[src/rtl/varredura_matriz.sv]
// varredura_matriz -- column-scan controller for the 5x7 LED matrix of the
// irrigation panel.
//
// The matrix is shared by two pattern generators: the irrigation-type page
// ("rega", pagina = 0) and the water-level page ("nivel", pagina = 1). Each
// column slot lasts DIV_COLUNA clocks. The first BLANK clocks of a slot are
// blanked so that the previous column cannot ghost. On the edge that ends the
// last blank cycle, the row data of the active page is latched. The active
// page only changes on the last cycle of a frame (column 4, last count), so a
// frame never mixes pages.
//
// Ports:
//   clock          system clock, rising edge
//   resetN         asynchronous active-low reset
//   chaveSeletora  manual page request (0 = rega, 1 = nivel)
//   modoAlternado  1 = automatic page alternation every QUADROS_ALTERNA frames
//   dadosRega      row bits of the rega generator for colunaIndice
//   dadosNivel     row bits of the nivel generator for colunaIndice
//   colunaIndice   column being scanned, 0..4
//   pagina         active page
//   colunas        one-hot column drive, zero while blanked
//   linhas         latched row drive, zero while blanked
//   fimQuadro      one-cycle pulse on the last cycle of each frame
//
// Every output comes from a register. The next value of each output is
// computed from the next counter values, so colunas and linhas switch in the
// same cycle.
module varredura_matriz #(
    parameter int DIV_COLUNA      = 1000,
    parameter int BLANK           = 4,
    parameter int QUADROS_ALTERNA = 50
) (
    input  logic       clock,
    input  logic       resetN,
    input  logic       chaveSeletora,
    input  logic       modoAlternado,
    input  logic [6:0] dadosRega,
    input  logic [6:0] dadosNivel,
    output logic [2:0] colunaIndice,
    output logic       pagina,
    output logic [4:0] colunas,
    output logic [6:0] linhas,
    output logic       fimQuadro
);

    localparam int CNT_W = (DIV_COLUNA > 1) ? $clog2(DIV_COLUNA) : 1;
    localparam int CQ_W  = (QUADROS_ALTERNA > 1) ? $clog2(QUADROS_ALTERNA) : 1;

    localparam logic [CNT_W-1:0] CNT_ULTIMO  = CNT_W'(DIV_COLUNA - 1);
    localparam logic [CNT_W-1:0] CNT_AMOSTRA = CNT_W'(BLANK - 1);
    localparam logic [CNT_W-1:0] CNT_DRIVE   = CNT_W'(BLANK);
    localparam logic [CQ_W-1:0]  CQ_ULTIMO   = CQ_W'(QUADROS_ALTERNA - 1);
    localparam logic [2:0]       COL_ULTIMA  = 3'd4;

    logic [CNT_W-1:0] cnt;
    logic [CNT_W-1:0] cntProx;
    logic [2:0]       colunaProx;
    logic [CQ_W-1:0]  contQuadros;
    logic [CQ_W-1:0]  contQuadrosProx;
    logic             paginaProx;
    logic [4:0]       colunasProx;
    logic [6:0]       linhasProx;
    logic             fimQuadroProx;
    logic             fimColuna;
    logic             fimFrame;

    always_comb begin
        fimColuna       = (cnt == CNT_ULTIMO);
        fimFrame        = fimColuna && (colunaIndice == COL_ULTIMA);

        cntProx         = fimColuna ? '0 : cnt + 1'b1;
        colunaProx      = colunaIndice;
        if (fimColuna) begin
            colunaProx = (colunaIndice == COL_ULTIMA) ? 3'd0 : colunaIndice + 3'd1;
        end

        // Column bit follows the counter value the slot will hold next cycle.
        colunasProx     = (cntProx >= CNT_DRIVE) ? (5'b00001 << colunaProx) : 5'b00000;

        // Rows are sampled once per slot and cleared when the slot ends, so
        // they line up with the column bit and ignore later input changes.
        linhasProx      = linhas;
        if (cnt == CNT_AMOSTRA) begin
            linhasProx = pagina ? dadosNivel : dadosRega;
        end else if (fimColuna) begin
            linhasProx = '0;
        end

        fimQuadroProx   = (cntProx == CNT_ULTIMO) && (colunaProx == COL_ULTIMA);

        // Page decisions use the mode and switch values at the frame boundary only.
        paginaProx      = pagina;
        contQuadrosProx = contQuadros;
        if (fimFrame) begin
            if (!modoAlternado) begin
                paginaProx      = chaveSeletora;
                contQuadrosProx = '0;
            end else if (contQuadros == CQ_ULTIMO) begin
                paginaProx      = ~pagina;
                contQuadrosProx = '0;
            end else begin
                contQuadrosProx = contQuadros + 1'b1;
            end
        end
    end

    always_ff @(posedge clock or negedge resetN) begin
        if (!resetN) begin
            cnt          <= '0;
            colunaIndice <= 3'd0;
            contQuadros  <= '0;
            pagina       <= 1'b0;
            colunas      <= 5'b00000;
            linhas       <= 7'h00;
            fimQuadro    <= 1'b0;
        end else begin
            cnt          <= cntProx;
            colunaIndice <= colunaProx;
            contQuadros  <= contQuadrosProx;
            pagina       <= paginaProx;
            colunas      <= colunasProx;
            linhas       <= linhasProx;
            fimQuadro    <= fimQuadroProx;
        end
    end

endmodule

[config.mk]
export PLATFORM = sky130hd
export DESIGN_NAME = varredura_matriz
export DESIGN_NICKNAME = d
export VERILOG_FILES = /design/src/rtl/varredura_matriz.sv
export SDC_FILE = /design/constraint.sdc
export NUM_CORES = 1
export LEC_CHECK = 0
export BUFFER_PORTS_ARGS = -buffer_cell sky130_fd_sc_hd__buf_2
export CAP_MARGIN = 20
export CORE_MARGIN = 4
export CORE_UTILIZATION = 26
export CTS_BUF_LIST = sky130_fd_sc_hd__clkbuf_8
export DETAILED_ROUTE_END_ITERATION = 16
export GPL_ROUTABILITY_DRIVEN = 0
export PLACE_DENSITY = 0.53
export SKIP_LAST_GASP = 1
export SYNTH_ARGS = -nofsm -noshare
export SYNTH_HDL_FRONTEND = slang
export SYNTH_SLANG_ARGS = --single-unit
export TNS_END_PERCENT = 100
[constraint.sdc]
create_clock -name clock -period 2.45 [get_ports clock]
set_clock_uncertainty 0.15 [all_clocks]
set_input_delay 0.49 -clock clock [delete_from_list [all_inputs] [get_ports clock]]
set_output_delay 0.49 -clock clock [all_outputs]
set_load 0.03 [all_outputs]
# After elaboration in Yosys (flattened, before gate mapping)
# Cells that the tools add are included.
[classes]
add_sub_neg = 3
magnitude_cmp = 1
eq_ne = 7
shifts = 1
n_mux = 11
bitwise = 1
n_reduce_logical = 4
[ops]
columns = ["op", "count"]
rows = [
  ["two-way mux 7 bit", 3],
  ["equality test 10 bit, second input constant", 2],
  ["two-way mux 6 bit", 2],
  ["adder 10 x 1 -> 10 bit, second input constant", 1],
  ["equality test 10 x 2 -> 1 bit, second input constant", 1],
  [">= comparator 10 x 3 -> 1 bit, second input constant", 1],
  ["two-way mux 10 bit", 1],
  ["adder 6 x 1 -> 6 bit, second input constant", 1],
  ["equality test 3 bit, second input constant", 2],
  ["equality test 6 bit, second input constant", 1],
  ["two-way mux 3 bit", 2],
  ["two-way mux 5 bit", 1],
  ["<< shifter 1 x 3 -> 5 bit, first input constant", 1],
  ["adder 3 x 1 -> 3 bit, second input constant", 1],
  ["logical AND 1 bit", 2],
  ["two-way mux 1 bit", 2],
  ["inequality test 2 x 1 -> 1 bit, second input constant", 1],
  ["AND reduction 2 bit", 1],
  ["nonzero test 2 bit", 1],
  ["inverter 1 bit", 1],
]
[totals]
reg_bits = 33
inputBits = 18
output_inout_bits = 17

# Depth between registers and ports, before layout
# Gate-level depths: netlist (run 1).
[depth]
ltp_word = 5
mapped_depth = 9
depth_no_buf = 7

# Least setup slack after synthesis (run 1)
# No wires, ideal clock.
[synth_path]
path_kind = "reg-to-reg"
startpoint = "register colunaIndice[0]"
endpoint = "register contQuadros[3]"
setup_ns = 0.095
arrival_time_ns = 2.000
setup_slack_ns = 0.205
path_stages_with_launch = 8
synth_period_minus_slack_ns = 2.245
path_cell_list = "dfrtp_1 > inv_1 > ha_1 > nand2_1 > or4_1 > buf_2 > or2_4 > o31ai_1"
[synth_via]
elab_chain_len = 2
[synth_rtl]
columns = ["element", "line", "text"]
rows = [
  ["from (decl)", "39", "output logic [2:0] colunaIndice,"],
  ["from (signal assigned)", "118", "colunaIndice <= colunaProx;"],
  ["equality test 3 bit", "69", "fimFrame = fimColuna && (colunaIndice == COL_ULTIMA);"],
  ["logical AND 1 bit", "69", ""],
  ["to (signal assigned)", "119", "contQuadros <= contQuadrosProx;"],
  ["to (decl)", "58", "logic [CQ_W-1:0] contQuadros;"],
]
# No other way between the ends.
# A chain may end at the register's enable or synchronous reset.

# Final worst setup path (run 1)
[layout_path]
startpoint = "register cnt[0]"
endpoint = "register fimQuadro"
[layout_via]
elab_chain_len = 4
word_cells_on_any_way = 7
cone_classes = "add/sub: 1; eq/ne: 3; mux: 2; reduce/logical: 1"
[layout_rtl]
columns = ["element", "line", "text"]
rows = [
  ["from (decl)", "55", "logic [CNT_W-1:0] cnt;"],
  ["from (signal assigned)", "117", "cnt <= cntProx;"],
  ["adder 10 x 1 -> 10 bit / equality test 10 bit (equally long branches)", "71, 68", ""],
  ["two-way mux 10 bit / two-way mux 3 bit (equally long branches)", "71, 73", ""],
  ["equality test 10 bit / equality test 3 bit (equally long branches)", "89", "fimQuadroProx = (cntProx == CNT_ULTIMO) && (colunaProx == COL_ULTIMA);"],
  ["logical AND 1 bit *", "89", ""],
  ["net fimQuadroProx", "63", "logic fimQuadroProx;"],
  ["to (signal assigned)", "123", "fimQuadro <= fimQuadroProx;"],
  ["to (decl)", "43", "output logic fimQuadro"],
]
# The timed path passes the listed nets; every way through them passes the cells marked *.

==> results.md, run 1 <==
* Category of the most critical setup path: flop to flop
* Dpl ws at 0.1339 ns
* # rows at 31
* Clk_lat worst skew at around 0.28 ns
* Grt total ovfl at 0
* Post-route DRC violation count at 0
* Ys async rst share at between 90% and 100%
* Die area at 9068 um^2
* Yosys reg bits at 33
* Final setup viols at 0
* Max_cap viols at 0
* Hold crit path type: primary input to asynchronous set/reset pin
* GR Layer Usage met1 at roughly 14%
* Clock buffer count from CTS at 5
* RSZ-0062 raised after global routing: no
* Clock Path Buffers at 2
* CP Max Fanout at 6
* Crit start category: flop
* Syn Inst Count at ~210
* Max Slew Vio Count at 0
* Post-CTS setup repair buffer count at 0
* Most frequent cells in the layout: buf_2 (34), dfrtp_1 (33), nand2_1 (20), o21ai_0 (18), nor2_1 (16)
* CP Capture Type: flop
* Pwr Density at about 510 nW/um^2
* Met2 Resource Use GR at 16.09%
* Worst Tran Pin Value at roughly 0.73 ns
* Register area share after synthesis at 41.75%
* VDD IR max at ~0.00027 V
* Antenna violations before repair at 0
* Area grow syn2layout at 22.71%
* Initial Util at 26.98%
* Post-DP Area at between 2000 and 2500 um^2
* First-pass GRT wire length at roughly 7.5 mm
* Final TNS setup at 0 ns
* Final WL at 4.383 mm
* Drt via density at 4.672
* Finished Layout Cells at about 350
* Reg-to-reg startpoint: cnt[0]$_DFF_PN0_
* Synth warn at 0
* CTS tree: built
* Net Count, Synth at between 200 and 250
* Num ports at 35
* Post-synth cell types at 47
* Min Tclk post-route at approximately 2.3 ns
* Die width at around 95 um
* Clock sink total at 33
* Gr busiest metal: met2
* Placed Instances at about 350
* Most common cell after layout, fill and taps aside: buf_2
* Status: finished, final reports clean
* Final Hold Viols at 0
* Initial DRT Pass Iterations at 4
* CP Data Required Time at about 2.5 ns
* Antenna fix cells at 0
* I/O Buffers at 34
* Root buffer cell: clkbuf_8
* Fmax achieved at 0.4395 GHz
* Final net count at 278
* Clock transition at path regs at 0.07 ns
* DRC marker count from the first detailed-route iteration at 83
* Largest net degree at the start of global routing at 34
* Fin worst setup slack at between 0.15 and 0.2 ns
* Core area at approximately 7300 um^2
* Post-synth EDFFs at 0
* Data arrival, critical path at between 2 and 2.5 ns
* Height of the die at between 90 and 100 um
* Final period utilization at between 90 and 100%
* CP startpoint: cnt[0]$_DFF_PN0_
* P_leak at ~1.1 nW
* HPWL after DPL at 3.311 mm
* Mean Syn Cell Area at approximately 9.3 um^2
* Post-Syn Area at about 2000 um^2
* ANT nets after route at 0
* Number of global-route vias before repair at 1598
* GRT met3 Usage at 2.762%
* Total track usage at around a tenth
* Post-Layout Inst Area at 2427 um^2
* H-tree depth at 2
* Via count at between 1.5k and 2k
* Ys flop type: dfrtp_1
* Share of layout cells above drive strength 1 at between 20 and 30%
* Routed WL per cell at around 12 um
* Relative slew slack at ~51%
[path summary, 6_finish.rpt]
| path | endpoint | slack [ns] | cells past startpoint |
|---|---|---|---|
| setup / recovery | fimQuadro$_DFF_PN0_ | 0.17 | 6 |
| hold / removal | contQuadros[5]$_DFFE_PN0P_ | 0.11 | 1 |
| setup reg to reg | fimQuadro$_DFF_PN0_ | 0.17 | 6 |
| hold reg to reg | linhas[3]$_DFFE_PN0P_ | 0.32 | 2 |
| max in group asynchronous | colunaIndice[2]$_DFF_PN0_ | 1.57 | 1 |
| min in group clock | linhas[3]$_DFFE_PN0P_ | 0.32 | 2 |
[per-stage QoR]
stage / util [%] / total power [W] / hold WS (ns)
after floorplan: - / 0.0006084 / 0.04441
after global placement: 31.18 / 0.0006480 / 0.3117
after detailed placement: 31.18 / 0.0006489 / 0.3153
after CTS: 33.01 / 0.001266 / 0.1446
after global routing: 33.11 / 0.001299 / 0.1802
final: 33.11 / 0.001246 / 0.1134
[per-layer routing]
layer / vias to the layer above / part of all wire [%]
met5: - / 0
met1: 773 / 46
met3: 5 / 5.8
met4: 0 / 1.2
met2: 36 / 47
li1: 840 / -
[repair_timing]
action	in CTS	in global routing
resized for setup	0	2
hold buffers	0	0
setup endpoints to repair	0	1
[sequential cells by signal, indices dropped and copies added, names as in the netlist]
name,count
pagina,1
cnt,10
colunaIndice,3
linhas,7
colunas,5
contQuadros,6
fimQuadro,1
[logic make-up (layout without fill, tap and decap cells)]
family                   Yosys count  in the layout  synth area share [%]
multiplexers                      11             11                 5.630
adder cells (fa/ha/maj)            6              6                 3.795
XOR/XNOR                           7              7                 3.099
AND/OR/NAND/NOR                   78             78                 22.20
AO/OA/AOI/OAI                     53             53                 17.01
flip-flops                        33             33                 41.75
buffers and inverters             25             67                 6.515
[layout make-up]
cell class | instances | area (um^2)
clock buffers | 5 | 68.82
well taps | 99 | 123.9
repair buffers | 47 | 267.8
clock inverters | 3 | 65.06
inverters | 12 | 45.04
flip-flops and latches | 33 | 825.8
fillers | 766 | 4903
multi-input cells | 155 | 1031
[cells in the mapped netlist, types with 2 or more instances]
cell | count | area, um^2
a211oi_1 | 2 | 15.01
a21oi_1 | 11 | 55.05
and2_1 | 2 | 12.51
and3_1 | 4 | 25.02
buf_2 | 4 | 20.02
buf_4 | 4 | 30.03
buf_6 | 2 | 22.52
clkbuf_1 | 2 | 7.510
dfrtp_1 | 33 | 825.8
ha_1 | 6 | 75.07
inv_1 | 12 | 45.04
mux2i_1 | 10 | 100.1
nand2_1 | 20 | 75.07
nand3_1 | 7 | 35.03
nand4_1 | 2 | 12.51
nor2_1 | 16 | 60.06
nor2b_1 | 3 | 18.77
nor3_1 | 8 | 40.04
nor3b_1 | 5 | 37.54
nor4_1 | 2 | 12.51
o211ai_1 | 2 | 15.01
o21ai_0 | 18 | 90.09
o21ai_1 | 2 | 10.01
o22ai_1 | 3 | 18.77
o31ai_1 | 4 | 30.03
o41ai_1 | 2 | 17.52
or3_1 | 2 | 12.51
xnor2_1 | 4 | 35.03
xor2_1 | 3 | 26.28
[worst max-delay path, cell delays in order (launching register included)]
cell and delay (ns):
dfrtp_1 0.42, ha_2 0.25, nand4b_4 0.13, or3_4 0.38, nor4_4 0.24, o22ai_1 0.15, a2111oi_2 0.42
[power breakdown]
| part | switching, W | total, W | internal [W] | leakage (nW) |
|---|---|---|---|---|
| sequential | 0.00000721 | 0.000561 | 0.000554 | 0.408 |
| combinational | 0.0000464 | 0.0000747 | 0.0000284 | 0.621 |
| clock | 0.000206 | 0.000610 | 0.000404 | 0.0681 |
(Power assumes the default switching activity.)
==> run 2, diff against run 1 <==
--- a/config.mk
+++ b/config.mk
@@ -12,6 +12,7 @@
 export CTS_BUF_LIST = sky130_fd_sc_hd__clkbuf_8
 export DETAILED_ROUTE_END_ITERATION = 16
 export GPL_ROUTABILITY_DRIVEN = 0
+export GPL_TIMING_DRIVEN = 0
 export PLACE_DENSITY = 0.53
 export SKIP_LAST_GASP = 1
 export SYNTH_ARGS = -nofsm -noshare
==> results.md, run 2 (synthesized netlist as in run 1, its figures left out) <==
* Largest stage delay, worst path at 0.52 ns (+0.10 ns)
* Reg-to-reg startpoint: cnt[0]$_DFF_PN0_
* CP startpoint: cnt[0]$_DFF_PN0_
* Final period utilization at 95.79% (+2.9 points)
* Final setup viols at 0 (unchanged)
* Max Slew Vio Count at 0 (unchanged)
* Crit start category: flop
* Share of layout cells above drive strength 1 at 25.48% (about the same)
* Largest registers: cnt: 10 flops, linhas: 7 flops, contQuadros: 6 flops
* CTS tree: built
* Fillcell total at 772 (+0.78%)
* R2r setup slk at 0.10 ns (-0.07 ns)
* Initial Util at 26.98% (unchanged)
* Clk_lat worst skew at 0.27 ns (about the same)
* Grt total ovfl at 0 (unchanged)
* Clock Path Buffers at 2 (unchanged)
* Hold crit path type: primary input to asynchronous set/reset pin
* Via count at 1669 (+0.91%)
* Routed WL per cell at 12.28 um (-0.82%)
* Antenna fix cells at 0 (unchanged)
* Largest Register: cnt
* CP Cell Sequence: ha_1 -> clkbuf_4 -> nand4b_4 -> or4_1 -> buf_2 -> or2_4 -> o31ai_1
* Post-route DRC violation count at 0 (unchanged)
* CP Max Fanout at 10 (+4)
* Clock sink total at 33 (unchanged)
* VDD IR max at 0.0001545 V (-42%)
* Cts hold-fix bufs at 0 (unchanged)
* CP Capture Type: flop
* Fin worst setup slack at 0.1032 ns (-0.07168 ns)
* Antenna violations before repair at 0 (unchanged)
* CP Buf/Inv Count at 2 (+2)
* Pwr Density at 425.5 nW/um^2 (-17%)
* Total track usage at 9.950% (-0.42 points)
* # rows at 31 (unchanged)
* Final Hold Viols at 0 (unchanged)
* Drt via density at 4.662 (-0.22%)
* Height of the die at 95.23 um (unchanged)
* Final TNS setup at 0 ns (unchanged)
* Die width at 95.23 um (unchanged)
* Slowest-stage cell, CP: or4_1
* HPWL after DPL at 3.089 mm (-6.7%)
* Worst Tran Pin Value at 1.064 ns (+0.3295 ns)
* R2R depth at 7 (+1)
* Category of the most critical setup path: flop to flop
* Core area at 7331 um^2 (unchanged)
* Number of global-route vias before repair at 1564 (-2.1%)
* Hold_ws at 0.1218 ns (+0.008440 ns)
* Dpl ws at -0.03075 ns (-0.1646 ns)
* ANT nets after route at 0 (unchanged)
* H-tree depth at 2 (unchanged)
* Root buffer cell: clkbuf_8
* Final WL at 4.396 mm (+0.30%)
* Clock transition at path regs at 0.07 ns (about the same)
* Largest net degree at the start of global routing at 34 (unchanged)
* Initial DRT Pass Iterations at 4 (unchanged)
* Num ports at 35 (unchanged)
* DRC marker count from the first detailed-route iteration at 93 (+12%)
* CP Data Required Time at 2.49 ns (+0.04 ns)
* Final net count at 282 (+1.4%)
* Most common cell after layout, fill and taps aside: buf_2
* Max reg flops at 10 (unchanged)
* Min Tclk post-route at 2.347 ns (+0.07168 ns)
* P_leak at 1.089 nW (-0.79%)
* Most frequent cells in the layout: buf_2 (37), dfrtp_1 (33), nand2_1 (20), o21ai_0 (18), nor2_1 (16)
* CP top delay family: simple AND/OR/NAND/NOR gates
* Clock buffer count from CTS at 5 (unchanged)
* Max_cap viols at 0 (unchanged)
* Fmax achieved at 0.4261 GHz (-3.1%)
* First-pass GRT wire length at 7.251 mm (-2.7%)
* Data arrival, critical path at 2.39 ns (+0.11 ns)
* Relative slew slack at 28.13% (-23 points)
* Status: finished, final reports clean
* Number of cells on the critical path at 7 (+1)
* I/O Buffers at 34 (unchanged)
* Die area at 9068 um^2 (unchanged)
* Area grow syn2layout at 21.00%
==> run 2: metrics by stage <==
| step | power, W | cells | util (%) | instance area (um^2) |
|---|---|---|---|---|
| after floorplan | 0.0006084 | 213 | - | 1978 |
| after CTS | 0.001046 | 355 | 32.22 | 2362 |
| after detailed placement | 0.0006471 | 346 | 31.00 | 2272 |
| final | 0.001019 | 358 | 32.65 | 2394 |
| after global routing | 0.001083 | 358 | 32.65 | 2394 |
| after global placement | 0.0006461 | 346 | 31.00 | 2272 |
==> run 2: worst reg2reg max path: cells and delay by family, from the launching register on <==
family / cells / cell delay, ns
compound gates: 1 / 0.21
simple gates: 3 / 0.94
flops: 1 / 0.41
fa+ha+maj: 1 / 0.16
buf+inv: 2 / 0.39
==> run 2: metal layers <==
layer  GRT usage (%)  up-vias  part of all wire, %  wire length, um
met3           2.447        2                  5.6              245
met4           2.885        0                 0.84               37
met5               0        -                    0                0
met2           15.28       39                   46             2030
met1           13.82      785                   47             2082
li1                -      843                    -                -
==> run 2: report_power, final <==
group | total (W) | internal (W) | leakage [nW] | switching [W]
registers | 0.000559 | 0.000554 | 0.408 | 0.00000446
clock network | 0.000384 | 0.000193 | 0.0491 | 0.000191
logic | 0.0000757 | 0.0000268 | 0.631 | 0.0000489
total | 0.00102 | 0.000774 | 1.09 | 0.000245
==> run 2: path summary, 6_finish.rpt <==
| kind | endpoint |
|---|---|
| hold / removal | contQuadros[2]$_DFFE_PN0P_ |
| min in group clock | linhas[0]$_DFFE_PN0P_ |
| setup / recovery | contQuadros[3]$_DFFE_PN0P_ |
| max in group asynchronous | cnt[5]$_DFF_PN0_ |
| setup reg to reg | contQuadros[3]$_DFFE_PN0P_ |
| hold reg to reg | linhas[0]$_DFFE_PN0P_ |
==> run 2: final cells by class <==
class	instances	area, um^2	share of cell area, %
sequential	33	825.8	34.50
timing repair buffer	38	200.2	8.364
multi-input combinational	155	1028	42.97
buffer	13	87.58	3.659
clock inverter	3	13.76	0.5750
tap	99	123.9	5.175
clock buffer	5	68.82	2.875
inverter	12	45.04	1.882
==> run 2: timing repair <==
item | 4_1_cts | 5_1_grt
buffers inserted | 1 | 3
endpoints found under the setup margin | 5 | 15
pin swaps | 1 | 1
gates resized for setup | 0 | 5
==> run 3, diff against run 2 <==
--- a/config.mk
+++ b/config.mk
@@ -8,12 +8,13 @@
 export BUFFER_PORTS_ARGS = -buffer_cell sky130_fd_sc_hd__buf_2
 export CAP_MARGIN = 20
 export CORE_MARGIN = 4
-export CORE_UTILIZATION = 26
+export CORE_UTILIZATION = 51
 export CTS_BUF_LIST = sky130_fd_sc_hd__clkbuf_8
 export DETAILED_ROUTE_END_ITERATION = 16
 export GPL_ROUTABILITY_DRIVEN = 0
 export GPL_TIMING_DRIVEN = 0
-export PLACE_DENSITY = 0.53
+export PLACE_DENSITY = 0.84
+export SETUP_SLACK_MARGIN = 0.5
 export SKIP_LAST_GASP = 1
 export SYNTH_ARGS = -nofsm -noshare
 export SYNTH_HDL_FRONTEND = slang
==> results.md, run 3 (synthesized netlist as in run 1, its figures left out) <==
* Status: finished, final reports clean
* Antenna violations before repair at 0 (unchanged)
* Final Hold Viols at 0 (unchanged)
* # rows at 22 (-29%)
* Final net count at 299 (+6.0%)
* Final period utilization at 91.13% (-4.7 points)
* Data arrival, critical path at 2.23 ns (-0.16 ns)
* Initial Util at 53.23% (+26 points)
* Clock transition at path regs at 0.07 ns (about the same)
* GRT met3 Usage at 5.036% (+2.6 points)
* Height of the die at 70.28 um (-26%)
* CP Cell Sequence: ha_2 -> buf_6 -> buf_4 -> nand4_1 -> xnor2_1 -> o311a_4 -> a211oi_4 -> a211oi_2
* Die area at 4939 um^2 (-46%)
* RSZ-0062 raised after global routing: yes
* Reg-to-reg startpoint: cnt[0]$_DFF_PN0_
* Final TNS setup at 0 ns (unchanged)
* I/O Buffers at 34 (unchanged)
* Worst Tran Pin Value at 0.7615 ns (-0.3026 ns)
* Num ports at 35 (unchanged)
* Max Slew Vio Count at 0 (unchanged)
* Root buffer cell: clkbuf_8
* Dpl ws at 0.1302 ns (+0.1609 ns)
* Antenna fix cells at 0 (unchanged)
* First-pass GRT wire length at 7.962 mm (+9.8%)
* Pwr Density at 464.9 nW/um^2 (+9.2%)
* Min Tclk post-route at 2.233 ns (-0.1141 ns)
* Number of global-route vias before repair at 1766 (+13%)
* Max reg flops at 10 (unchanged)
* H-tree depth at 2 (unchanged)
* DRC marker count from the first detailed-route iteration at 128 (+38%)
* Die width at 70.28 um (-26%)
* Clock Path Buffers at 2 (unchanged)
* R2R depth at 8 (+1)
* CP Max Fanout at 5 (-5)
* CP Data Required Time at 2.45 ns (-0.04 ns)
* Met2 Resource Use GR at 32.54% (+17 points)
* Gr busiest metal: met2
* Relative slew slack at 49.23% (+21 points)
* HPWL after DPL at 2.905 mm (-5.9%)
* Max_cap viols at 0 (unchanged)
* Clk_lat worst skew at 0.29 ns (+0.02 ns)
* Share of layout cells above drive strength 1 at 40.94% (+15 points)
* Worst r2r dst: colunas[0]$_DFF_PN0_
* Category of the most critical setup path: flop to flop
* Grt total ovfl at 0 (unchanged)
* Drt via density at 5.654 (+21%)
* Clock sink total at 33 (unchanged)
* Largest registers: cnt: 10 flops, linhas: 7 flops, contQuadros: 6 flops
* ANT nets after route at 0 (unchanged)
* Final WL at 5.205 mm (+18%)
* Most frequent cells in the layout: buf_2 (35), dfrtp_1 (31), buf_4 (24), nand2_1 (15), nor2_1 (14)
* P_leak at 1.246 nW (+14%)
* Largest Register: cnt
* Largest stage delay, worst path at 0.37 ns (-0.15 ns)
* Crit start category: flop
* Largest net degree at the start of global routing at 34 (unchanged)
* Core area at 3716 um^2 (-49%)
* CTS tree: built
* Most common cell after layout, fill and taps aside: buf_2
* VDD IR max at 0.0004243 V (+170%)
* Initial DRT Pass Iterations at 4 (unchanged)
* Area grow syn2layout at 36.62%
* Routed WL per cell at 16.06 um (+31%)
* Final setup viols at 0 (unchanged)
* Post-route DRC violation count at 0 (unchanged)
* CP Capture Type: flop
* Clock buffer count from CTS at 5 (unchanged)
* Total track usage at 20.00% (+10 points)
* GR Layer Usage met1 at 23.57% (+9.8 points)
* R2r setup slk at 0.22 ns (+0.11 ns)
* Via count at 1832 (+9.8%)
* Slowest-stage cell, CP: dfrtp_1
* Hold crit path type: primary input to asynchronous set/reset pin
* Fmax achieved at 0.4479 GHz (+5.1%)
* Fin worst setup slack at 0.2173 ns (+0.1141 ns)
==> run 3: worst max path at each step <==
stage	startpoint	to	slack, ns
4_1_cts	cnt[0]$_DFF_PN0_	colunas[3]$_DFF_PN0_	0.31
3_5_place_dp	cnt[0]$_DFF_PN0_	colunas[3]$_DFF_PN0_	0.13
2_1_floorplan	colunaIndice[0]$_DFF_PN0_	contQuadros[3]$_DFFE_PN0P_	0.39
6_report	cnt[0]$_DFF_PN0_	colunas[0]$_DFF_PN0_	0.22
5_1_grt	cnt[0]$_DFF_PN0_	colunas[0]$_DFF_PN0_	0.14
3_3_place_gp	cnt[0]$_DFF_PN0_	colunas[0]$_DFF_PN0_	0.14
==> run 3: per-layer routing <==
layer  routed length [um]  part of all wire (%)
met5                    0                     0
met4                  170                   3.3
met3                  299                   5.7
met2                 2640                    51
met1                 2095                    40
==> run 3: final cells by class <==
class,count,area (um^2)
sequential,33,828.3
tap,48,60.06
buffer,13,117.6
inverter,12,47.55
clock inverter,3,65.06
timing repair buffer,55,331.6
clock buffer,5,68.82
multi-input combinational,155,1184
fill,254,1013
==> run 3: repair_timing <==
item                       in CTS  in global routing
cloned                          0                  0
hold buffers                    0                  0
setup buffers                  10                 11
gates resized for setup        15                 27
setup endpoints to repair      27                 28
pin swaps                       8                 12
==> run 3: power by group <==
group	total [W]	internal (W)	switching, W
sequential	0.000562	0.000554	0.00000744
clock	0.000609	0.000404	0.000205
combinational	0.0000853	0.0000322	0.0000531
==> run 3: per-stage QoR <==
step           hold WS (ns)  instance area (um^2)   power, W  util [%]  instances
2_1_floorplan       0.04441                  2012  0.0006097         -        213
3_3_place_gp         0.3146                  2242  0.0006457     60.34        295
3_5_place_dp         0.3216                  2242  0.0006487     60.34        295
4_1_cts              0.1371                  2531   0.001251     68.11        313
5_1_grt              0.1781                  2703   0.001302     72.73        324
6_report             0.1194                  2703   0.001256     72.73        324
==> run 3: worst max-delay path: cells and delay by family (launching register included) <==
family / cells / cell delay (ns)
simple gates: 1 / 0.16
fa+ha+maj: 1 / 0.18
compound gates: 3 / 0.80
flops: 1 / 0.37
buf+inv: 2 / 0.21
xor+xnor: 1 / 0.21
